===== src/rtl/rega_sequenciador.sv =====
// Irrigation valve sequencer: paces a 2-bit up/down level counter
// through ramp-up, hold, ramp-down and lockout from soil/rain/tank sensors.
//
// Ports:
//   Clk          rising-edge clock
//   Rst          synchronous reset, active-low
//   Seco         soil dry (irrigation request)
//   Chuva        rain detected, inhibits irrigation
//   Tanque_baixo tank low, inhibits irrigation and raises the alarm
//   Cnt_Q[1:0]   level counter feedback
//   Cnt_Y        counter direction (1=up, 0=down)
//   Cnt_En       one-cycle step pulse to the counter
//   Valvula      valve open
//   Alarme       alarm (tank low or FAULT), registered
//   Estado[2:0]  IDLE=0 UP=1 HOLD=2 DOWN=3 LOCK=4 FAULT=5
//
// Optional feature macro: FEEDBACK_CHECK_EN
//   defined   -> Cnt_Q is checked against the expected level in the
//                cycle after every step; a mismatch locks into FAULT.
//   undefined -> no check, FAULT unreachable; Cnt_Q only resyncs
//                the expected level right after reset.

module rega_sequenciador #(
    parameter int STEP_CYCLES = 1000,
    parameter int HOLD_CYCLES = 5000,
    parameter int LOCK_CYCLES = 2000,
    parameter int MAX_LEVEL   = 3
) (
    input  logic       Clk,
    input  logic       Rst,
    input  logic       Seco,
    input  logic       Chuva,
    input  logic       Tanque_baixo,
    input  logic [1:0] Cnt_Q,
    output logic       Cnt_Y,
    output logic       Cnt_En,
    output logic       Valvula,
    output logic       Alarme,
    output logic [2:0] Estado
);

    // Timer is sized for the longest of the three intervals.
    localparam int TMAX_SH = (STEP_CYCLES > HOLD_CYCLES)
                           ? STEP_CYCLES : HOLD_CYCLES;
    localparam int TMAX    = (TMAX_SH > LOCK_CYCLES)
                           ? TMAX_SH : LOCK_CYCLES;
    localparam int TW      = (TMAX > 2) ? $clog2(TMAX) : 1;

    localparam logic [TW-1:0] STEP_LAST = TW'(STEP_CYCLES - 1);
    localparam logic [TW-1:0] HOLD_LAST = TW'(HOLD_CYCLES - 1);
    localparam logic [TW-1:0] LOCK_LAST = TW'(LOCK_CYCLES - 1);
    localparam logic [1:0]    LVL_MAX   = 2'(MAX_LEVEL);

    typedef enum logic [2:0] {
        IDLE  = 3'd0,
        UP    = 3'd1,
        HOLD  = 3'd2,
        DOWN  = 3'd3,
        LOCK  = 3'd4,
        FAULT = 3'd5
    } state_t;

    state_t        state;
    logic [TW-1:0] timer;
    logic [1:0]    exp_lvl;
    logic          sync_pend;
    logic          inhibit;
    logic          mismatch;

    assign inhibit = Chuva | Tanque_baixo;
    assign Estado  = state;

`ifdef FEEDBACK_CHECK_EN
    // chk marks the cycle right after a step pulse, when the counter
    // has already taken the step and Cnt_Q must equal exp_lvl.
    logic chk;

    assign mismatch = chk & (Cnt_Q != exp_lvl);

    always_ff @(posedge Clk) begin
        if (!Rst) begin
            chk <= 1'b0;
        end else begin
            chk <= Cnt_En;
        end
    end
`else
    assign mismatch = 1'b0;
`endif

    always_ff @(posedge Clk) begin
        if (!Rst) begin
            state     <= IDLE;
            timer     <= '0;
            exp_lvl   <= 2'd0;
            sync_pend <= 1'b1;
            Cnt_Y     <= 1'b0;
            Cnt_En    <= 1'b0;
            Valvula   <= 1'b0;
            Alarme    <= 1'b0;
        end else begin
            sync_pend <= 1'b0;
            Cnt_En    <= 1'b0;
            timer     <= timer + TW'(1);
            Alarme    <= Tanque_baixo
                       | mismatch
                       | (state == FAULT);

            if (mismatch) begin
                state   <= FAULT;
                timer   <= '0;
                Valvula <= 1'b0;
            end else begin
                unique case (state)
                    IDLE: begin
                        timer   <= '0;
                        Valvula <= 1'b0;
                        if (sync_pend) begin
                            exp_lvl <= Cnt_Q;
                        end
                        // A counter left above zero is drained
                        // before anything else is allowed.
                        if (sync_pend && (Cnt_Q != 2'd0)) begin
                            state   <= DOWN;
                            Cnt_Y   <= 1'b0;
                            Valvula <= 1'b1;
                        end else if (Seco && !inhibit) begin
                            state   <= UP;
                            Cnt_Y   <= 1'b1;
                            Valvula <= 1'b1;
                        end
                    end

                    UP: begin
                        Valvula <= 1'b1;
                        if (inhibit || !Seco) begin
                            state   <= DOWN;
                            timer   <= '0;
                            Cnt_Y   <= 1'b0;
                            Valvula <= (exp_lvl != 2'd0);
                        end else if (exp_lvl >= LVL_MAX) begin
                            // Reached the top on the previous
                            // pulse; leave once it has retired.
                            state <= HOLD;
                            timer <= '0;
                        end else if (timer == STEP_LAST) begin
                            Cnt_En  <= 1'b1;
                            exp_lvl <= exp_lvl + 2'd1;
                            timer   <= '0;
                        end
                    end

                    HOLD: begin
                        Valvula <= 1'b1;
                        if (inhibit) begin
                            state   <= DOWN;
                            timer   <= '0;
                            Cnt_Y   <= 1'b0;
                            Valvula <= (exp_lvl != 2'd0);
                        end else if (timer == HOLD_LAST) begin
                            timer <= '0;
                            if (!Seco) begin
                                state   <= DOWN;
                                Cnt_Y   <= 1'b0;
                                Valvula <= (exp_lvl != 2'd0);
                            end
                        end
                    end

                    DOWN: begin
                        if (exp_lvl == 2'd0) begin
                            state   <= LOCK;
                            timer   <= '0;
                            Valvula <= 1'b0;
                        end else if (timer == STEP_LAST) begin
                            Cnt_En  <= 1'b1;
                            exp_lvl <= exp_lvl - 2'd1;
                            timer   <= '0;
                            Valvula <= (exp_lvl != 2'd1);
                        end
                    end

                    LOCK: begin
                        Valvula <= 1'b0;
                        if (timer == LOCK_LAST) begin
                            state <= IDLE;
                            timer <= '0;
                        end
                    end

                    FAULT: begin
                        timer   <= '0;
                        Valvula <= 1'b0;
                    end

                    default: begin
                        state   <= IDLE;
                        timer   <= '0;
                        Valvula <= 1'b0;
                    end
                endcase
            end
        end
    end

endmodule

===== config.mk =====
export PLATFORM = sky130hd
export DESIGN_NAME = rega_sequenciador
export DESIGN_NICKNAME = d
export VERILOG_FILES = /design/src/rtl/rega_sequenciador.sv
export SDC_FILE = /design/constraint.sdc
export NUM_CORES = 1
export LEC_CHECK = 0
export ABC_AREA = 1
export CAP_MARGIN = 10
export CORE_ASPECT_RATIO = 0.5
export CORE_MARGIN = 2
export CORE_UTILIZATION = 30
export DETAILED_ROUTE_END_ITERATION = 10
export GPL_TIMING_DRIVEN = 0
export HOLD_SLACK_MARGIN = 0.05
export PLACE_DENSITY_LB_ADDON = 0.3
export SLEW_MARGIN = 30
export SYNTH_ARGS = -nofsm -noshare
export SYNTH_HDL_FRONTEND = slang
export SYNTH_SLANG_ARGS = --single-unit

===== constraint.sdc =====
create_clock -name Clk -period 1.41 [get_ports Clk]
set_input_delay 0.282 -clock Clk [delete_from_list [all_inputs] [get_ports Clk]]
set_output_delay 0.282 -clock Clk [all_outputs]
set_load 0.02 [all_outputs]

* Word level (Yosys, flattened, before mapping)
Cells that the tools add are included.
** Word-level totals
- Register bits :: 23
- Logic and storage cells :: 99
- Output and inout bits :: 7
- Input port bits :: 7
** Cells by class
- Bitwise gates (word level) :: 3
- Equality and inequality tests :: 23
- Multiplexer cells :: 47
- Add/subtract/negate cells :: 3
- Reductions and logical operators :: 14
- $lt $le $gt $ge :: 1
** Operators by type and width (number)
- $mux 13 :: 7
- $pmux 13 s4 :: 1
- $mux 3 :: 9
- $mux 1 :: 19
- $ne 2x2->1 const B :: 9
- $pmux 3 s6 :: 1
- $ne 3x3->1 const B :: 5
- $reduce_and 7->1 :: 2
- $add 13x1->13 const B :: 1
- $eq 13x10->1 const B :: 1
- $eq 13x11->1 const B :: 1
- $eq 13x13->1 const B :: 1
- $mux 2 :: 6
- $eq 3x2->1 const B :: 2
- $eq 3x3->1 const B :: 2
- $pmux 2 s3 :: 1
- $reduce_bool 3->1 :: 2
- $reduce_and 5->1 :: 1
- $pmux 1 s4 :: 1
- $reduce_bool 2->1 :: 2
- $eq 3x1->1 const B :: 1
- $logic_not 3->1 :: 1
- $pmux 1 s3 :: 1
- $add 2x1->2 const B :: 1
- other kinds (10) :: 13

* Depth between registers and ports, before layout
Gate-level depths: netlist (run 1).
- Depth after elaboration :: 6
- Mapped depth :: 10
- Depth with buffers taken out :: 10

* Worst setup path after synthesis (run 1)
Ideal clock, no wire load.
- Path type :: register -> register
- From :: register timer[0]
- To :: register timer[11]
- Required time :: 1298 ps
- Path buffers :: 1
- Library setup time :: 112 ps
- Setup slack :: -38 ps
- Cell stages (with the launch flop) :: 10
- Data arrival time :: 1336 ps
- Clock period less this slack :: 1448 ps
- Path through :: dfxtp_1 -> ha_1 -> nand2_1 -> nor2_2 -> nand2_1 -> o21bai_1 -> nand3_2 -> nand2_2 -> buf_6 -> nor2_1
** Between the ends
- Word-level cells in the longest chain between the ends :: 5
- Elaborated cells on any way between the ends :: 12
- Those cells by class :: add/sub (1); eq/ne (3); mux (8)
** Ends and longest elaborated chain
- start: declaration :: line 64 : logic [TW-1:0] timer;
- start signal: assignment :: line 104 : timer <= timer + TW'(1);
- $add 13x1->13 / $eq 13x10->1 (equally long branches) :: line 104, 146, 175
- $mux 13 :: line 146, 175
- $mux 13 :: line 141 : end else if (exp_lvl >= LVL_MAX) begin
- $mux 13 :: line 136 : if (inhibit || !Seco) begin
- $pmux 13 s4 * :: line 114 : unique case (state)
Mark *: on every way between the ends. The rest lies on a longest branch, timed or not.
A chain may end at the register's enable or synchronous reset.

* Final worst setup path (run 1)
- From :: register timer[1]
- To :: register timer[9]
Same word-level chain as after synthesis.

==> flow_summary.toml, run 1 <==
[outcome]
status = "complete, but fails checks"
failed_checks = "setup timing"

[logic_synthesis]
syn_area_um2 = 1360
synthTopCellsByArea = "dfxtp_1, nand2_1, inv_1"
synth_seq_cells = 23
synth_top_area_share_pct = 33.9
synth_seq_area_share_pct = 33.9
syn_nets = 217
syn_area_per_cell_um2 = 6.60
yosysTopAreaCell = "dfxtp_1"
yosysWarnings = 0
synthDistinctLibCells = 26
syn_inst = 206

[place]
place.gp.congestion = 0.872
place_inst = 276
place_area_um2 = 1590
portBuffers = 13
hpwl_um = 2430
dp_worst_setup_slack_ps = -452

[min_path]
holdCritStartpoint = "Tanque_baixo"
hp-class = "in -> reg"

[detailed_routing]
routed_wl_um = 3600
ant_nets = 0
drt_iter0_drc = 24
remaining_drc_errors = 0
drt_pass1_iterations = 4
vias = 1416
detail_route.wl_per_cell_um = 12.1
viasPerCell = 4.74

[sta]
slew_viol_final = 0
holdWs_ps = 409
setup_slack_ps = -65.8
post-route-period-util_pct = 105
skew_ps = 3.06
worstMarginPinSlew_ps = 271
hold_viol = 0
setup_viol = 13
max_freq_mhz = 678
grt_setup_unrepaired = "true"
period_needed_ps = 1480
slew_headroom_pct = 81.9

[global_routing]
first_global_vias = 1362
grt_pass1_wl_um = 5820
grt_max_degree = 14
antenna_found_initial = 0
grt_use_total_pct = 14.3
grt.overflow.total = 0

[setup_path]
required_ps = 1580
worstSetupPathType = "reg -> reg"
crit_fanout = 3
cp.arrival_ps = 1650
end_kind = "register"
cp-start-kind = "register"
timing.critical_path.from = "timer[1]$_SDFF_PN0_"
r2r_start = "timer[1]$_SDFF_PN0_"

[clock_tree]
clk_pin_slew_ps = 90
cts_sinks = 23
cts_buffers = 3
cts_buffer_depth = 2
htreeDepth = 1
clock_latency_ps = 270
tritoncts = "yes"
root_buffer = "clkbuf_8"

[power]
p_leak_nw = 0.868
power_density_nw_per_um2 = 1360
finalPower_mw = 2.73
ir_drop_mv = 0.728

[die]
die_y_um = 51.6
start_util_pct = 31.0
ios = 14
coreArea_um2 = 4380
die_width_um = 99.2
num_rows = 17
dieArea_um2 = 5120

[cells_and_area]
fin_cells = 299
fill_cells = 435
fin_area_um2 = 2010
layout_commonest_cell = "nand2_1"
fin_nets = 254
diodes = 0
mostFrequentLayoutCells = "nand2_1, inv_1, nor2_1, nand3_1, nand2_2"
area_growth_syn_to_layout_pct = 48.2
drive_gt1_share_pct = 41.7

[flow_run]
maxCapViolations = 0
-- metrics by stage --
step,TNS [ps],utilization [%]
after floorplan,0,-
after global placement,-7360,36.2
after detailed placement,-6990,36.2
after CTS,0,41.0
after global routing,-2010,45.9
final,-545,45.9
-- area by class of cell --
class	instances	area (um^2)	share of cell area, %
plain buffers	1	11.3	0.559
clock buffers	3	41.3	2.05
clock inverters	1	5.00	0.249
inverters	35	136	6.77
multi-input cells	147	981	48.7
flip-flops and latches	23	483	24.0
well taps	57	71.3	3.54
repair buffers	32	284	14.1
-- registers in the layout, indices dropped and copies added (netlist names) --
name and cells:
sync_pend 1, Cnt_En 1, Valvula 1, Alarme 1, Estado 3, timer 13
Cnt_Y 1, exp_lvl 2
-- synth_stat cells (all sizes together) --
| master | count |
|---|---|
| xor2 | 4 |
| o211ai | 2 |
| o21a | 1 |
| nand3 | 24 |
| o22ai | 1 |
| nor2 | 37 |
| a31oi | 3 |
| o21ai | 5 |
| dfxtp | 23 |
| nand2 | 47 |
| buf | 1 |
| a21oi | 8 |
| ha | 4 |
| inv | 35 |
| nor3 | 6 |
| nor4 | 1 |
| or2 | 1 |
| and3 | 2 |
| o21bai | 1 |
-- where the power goes --
| group | internal [mW] | switching [mW] | leakage, nW | total [mW] |
|---|---|---|---|---|
| logic | 0.606 | 0.816 | 0.649 | 1.42 |
| clock network | 0.198 | 0.236 | 0.0255 | 0.434 |
| registers | 0.763 | 0.110 | 0.194 | 0.873 |
-- routing by layer --
layer  part of all wire (%)  vias up  GRT usage (%)
li1                       -      733              -
met1                     46      657           16.6
met2                     50       19           26.8
met3                    2.5        7           3.36
met4                    1.3        0           3.88
met5                      0        -              0
-- worst paths after layout --
kind	to	slack [ps]	cells after the start
worst min-delay path	Alarme$_SDFF_PN0_	410	3
worst max-delay path	timer[9]$_SDFF_PN0_	-70	9
worst max register to register	timer[9]$_SDFF_PN0_	-70	9
worst min register to register	Valvula$_SDFFE_PN0P_	480	2
-- timing repair --
item | 4_1_cts | 5_1_grt
pin swaps | 13 | 15
gates resized for setup | 39 | 49
cloned | 1 | 0
hold buffers | 0 | 0
setup endpoints to repair | 25 | 20
setup buffers | 12 | 6
-- kinds of logic (layout without fill, tap and decap cells) --
group / Yosys count / in the layout / synth area share, %
DFF: 23 / 23 / 33.9
adders and majority gates: 4 / 4 / 3.68
AOI/OAI and AO/OA: 21 / 21 / 8.84
buffers and inverters: 36 / 72 / 10.5
and+or+nand+nor: 118 / 118 / 40.5
xor gates and xnor gates: 4 / 4 / 2.58
-- critical path, stage by stage, from the launching register on --
cell and delay [ps]:
dfxtp_2 370, ha_4 170, nand3_4 70, nor2_4 150, buf_6 120, nand2_2 40
nand2_2 100, nand3_4 90, buf_6 130, and3_4 150
(Power assumes the default switching activity.)
==> run 2, diff against run 1 <==
PLACE_DENSITY = 0.49   (was unset)
PLACE_DENSITY_LB_ADDON = unset   (was 0.3)
==> run 2 against run 1 <==
The run still ends with setup timing left. Combinational power hardly changed. Critical path type unchanged. Critical path depth shrank 1. Register-to-register slack about the same. Routed wire length fell by 3.4%. Worst hold slack lost 0.68 ps. Core utilization increased by 1.1 points. Worst setup slack gained 14 ps. Final cell count grew 1.7%.
==> flow_summary.toml, run 2 (synthesized netlist as in run 1, its figures left out) <==
[power]
combinationalPowerShare_pct = 51.6
finalPower_mw = 2.68
clkPwrFrac_pct = 15.8
ir_drop_mv = 0.671
swShare_pct = 41.9
switchingPower_mw = 1.13
p_int_mw = 1.56
p_leak_nw = 0.934
power_density_nw_per_um2 = 1300
pwr-share-seq_pct = 32.6

[setup_path]
r2r_end = "timer[9]$_SDFF_PN0_"
r2r_start = "timer[1]$_SDFF_PN0_"
crit_family = "simple AND/OR/NAND/NOR gates"
crit_fanout = 3
crit_path_top_delay_cell = "dfxtp_2"
crit_chain = "ha_4 > nand3_4 > nor2_4 > nand3_2 > nand2_2 > nand3_4 > buf_6 > and3_4"
cpMostUsedCell = "nand3_4"
reg2regPathDepth = 8
max_stage_delay_ps = 360
cp-start-kind = "register"
cp.arrival_ps = 1630
required_ps = 1580
worstSetupPathType = "reg -> reg"
path_buf_inv = 1
r2r_slack_ps = -50
end_kind = "register"

[outcome]
status = "complete, but fails checks"
failed_checks = "setup timing"

[place]
hpwl_um = 2430
portBuffers = 13
place.gp.congestion = 0.880
dp_worst_setup_slack_ps = -446
place_inst = 276
place_area_um2 = 1590

[cells_and_area]
diodes = 0
regMostFlops = "timer"
largest_register_ffs = 13
fin_cells = 304
mostFrequentLayoutCells = "nand2_1, inv_1, nor2_1, buf_4, nand3_1"
area_growth_syn_to_layout_pct = 51.6
fin_area_um2 = 2060
layout_commonest_cell = "nand2_1"
drive_gt1_share_pct = 40.1
fin_nets = 259

[sta]
slew_headroom_pct = 83.3
grt_setup_unrepaired = "true"
slew_viol_final = 0
setup_slack_ps = -51.4
worstMarginPinSlew_ps = 250
setup_viol = 15
post-route-period-util_pct = 104
hold_viol = 0
skew_ps = 2.62
period_needed_ps = 1460
max_freq_mhz = 684

[flow_run]
maxCapViolations = 0

[global_routing]
first_global_vias = 1294
grt_pass1_wl_um = 5750
grt.overflow.total = 0
antenna_found_initial = 0
grt_max_degree = 14
grt_use_total_pct = 14.3

[clock_tree]
cts_sinks = 23
clock_latency_ps = 270
cts_buffer_depth = 2
tritoncts = "yes"
htreeDepth = 1
clk_pin_slew_ps = 90
root_buffer = "clkbuf_8"
cts_buffers = 3
postCtsHoldBufs = 0

[die]
start_util_pct = 31.0
coreArea_um2 = 4380
num_rows = 17
dieArea_um2 = 5120
die_y_um = 51.6
ios = 14
die_width_um = 99.2

[detailed_routing]
viasPerCell = 4.61
drt_pass1_iterations = 4
ant_nets = 0
vias = 1402
drt_iter0_drc = 39
remaining_drc_errors = 0
routed_wl_um = 3480
detail_route.wl_per_cell_um = 11.5

[min_path]
min_to = "Alarme$_SDFF_PN0_"
holdCritStartpoint = "Tanque_baixo"
hp-class = "in -> reg"
hold_depth = 3
-- run 2: power groups by stage --
| stage | logic [mW] | registers [mW] | clock network, mW |
|---|---|---|---|
| 2_1_floorplan | 0.681 | 0.899 | 0 |
| 6_report | 1.39 | 0.876 | 0.424 |
| 3_3_place_gp | 1.02 | 0.851 | 0 |
| 4_1_cts | 1.12 | 0.837 | 0.448 |
| 5_1_grt | 1.54 | 0.889 | 0.462 |
| 3_5_place_dp | 1.02 | 0.851 | 0 |
-- run 2: metal layers --
layer  global-route usage (%)  wire length [um]
met1                     17.1              1620
met2                     25.7              1690
met5                        0                 0
met3                     3.76               105
met4                     4.57                72
-- run 2: worst max path at each step --
stage / startpoint / end / slack [ps] / depth (start not counted)
floorplan: Estado[1]$_SDFFE_PN0P_ / timer[7]$_SDFF_PN0_ / 8 / 9
global placement: Tanque_baixo / timer[11]$_SDFF_PN0_ / -440 / 11
detailed placement: Tanque_baixo / timer[11]$_SDFF_PN0_ / -450 / 11
CTS: timer[0]$_SDFF_PN0_ / exp_lvl[1]$_SDFFE_PN0P_ / -30 / 9
global route: Estado[2]$_SDFFE_PN0P_ / timer[7]$_SDFF_PN0_ / -130 / 10
finish: timer[1]$_SDFF_PN0_ / timer[9]$_SDFF_PN0_ / -50 / 8
-- run 2: through the flow --
stage | util (%) | setup TNS (ps) | hold WS (ps)
detailed placement | 36.2 | -7200 | 447
global placement | 36.2 | -7040 | 430
floorplan | - | 0 | 380
CTS | 41.7 | -261 | 404
finish | 47.0 | -398 | 408
global route | 47.0 | -2020 | 448
-- run 2: layout make-up --
cell class,count,area (um^2)
Fill cell,426,2320
Timing Repair Buffer,37,325
Multi-Input combinational cell,147,978
Inverter,35,139
Sequential cell,23,488
Clock buffer,3,41.3
Tap cell,57,71.3
Buffer,1,11.3
Clock inverter,1,5.00
-- run 2: repair_timing --
item | in CTS | in global routing
cloned | 1 | 0
pin swaps | 13 | 12
endpoints found under the hold margin | 0 | 0
gates resized for setup | 41 | 47
setup buffers | 13 | 11
setup endpoints to repair | 25 | 22
-- run 2: tightest hold or removal path, stage by stage --
cell	delay [ps]
dlygate4sd2_1	250
inv_1	50
a21oi_1	50
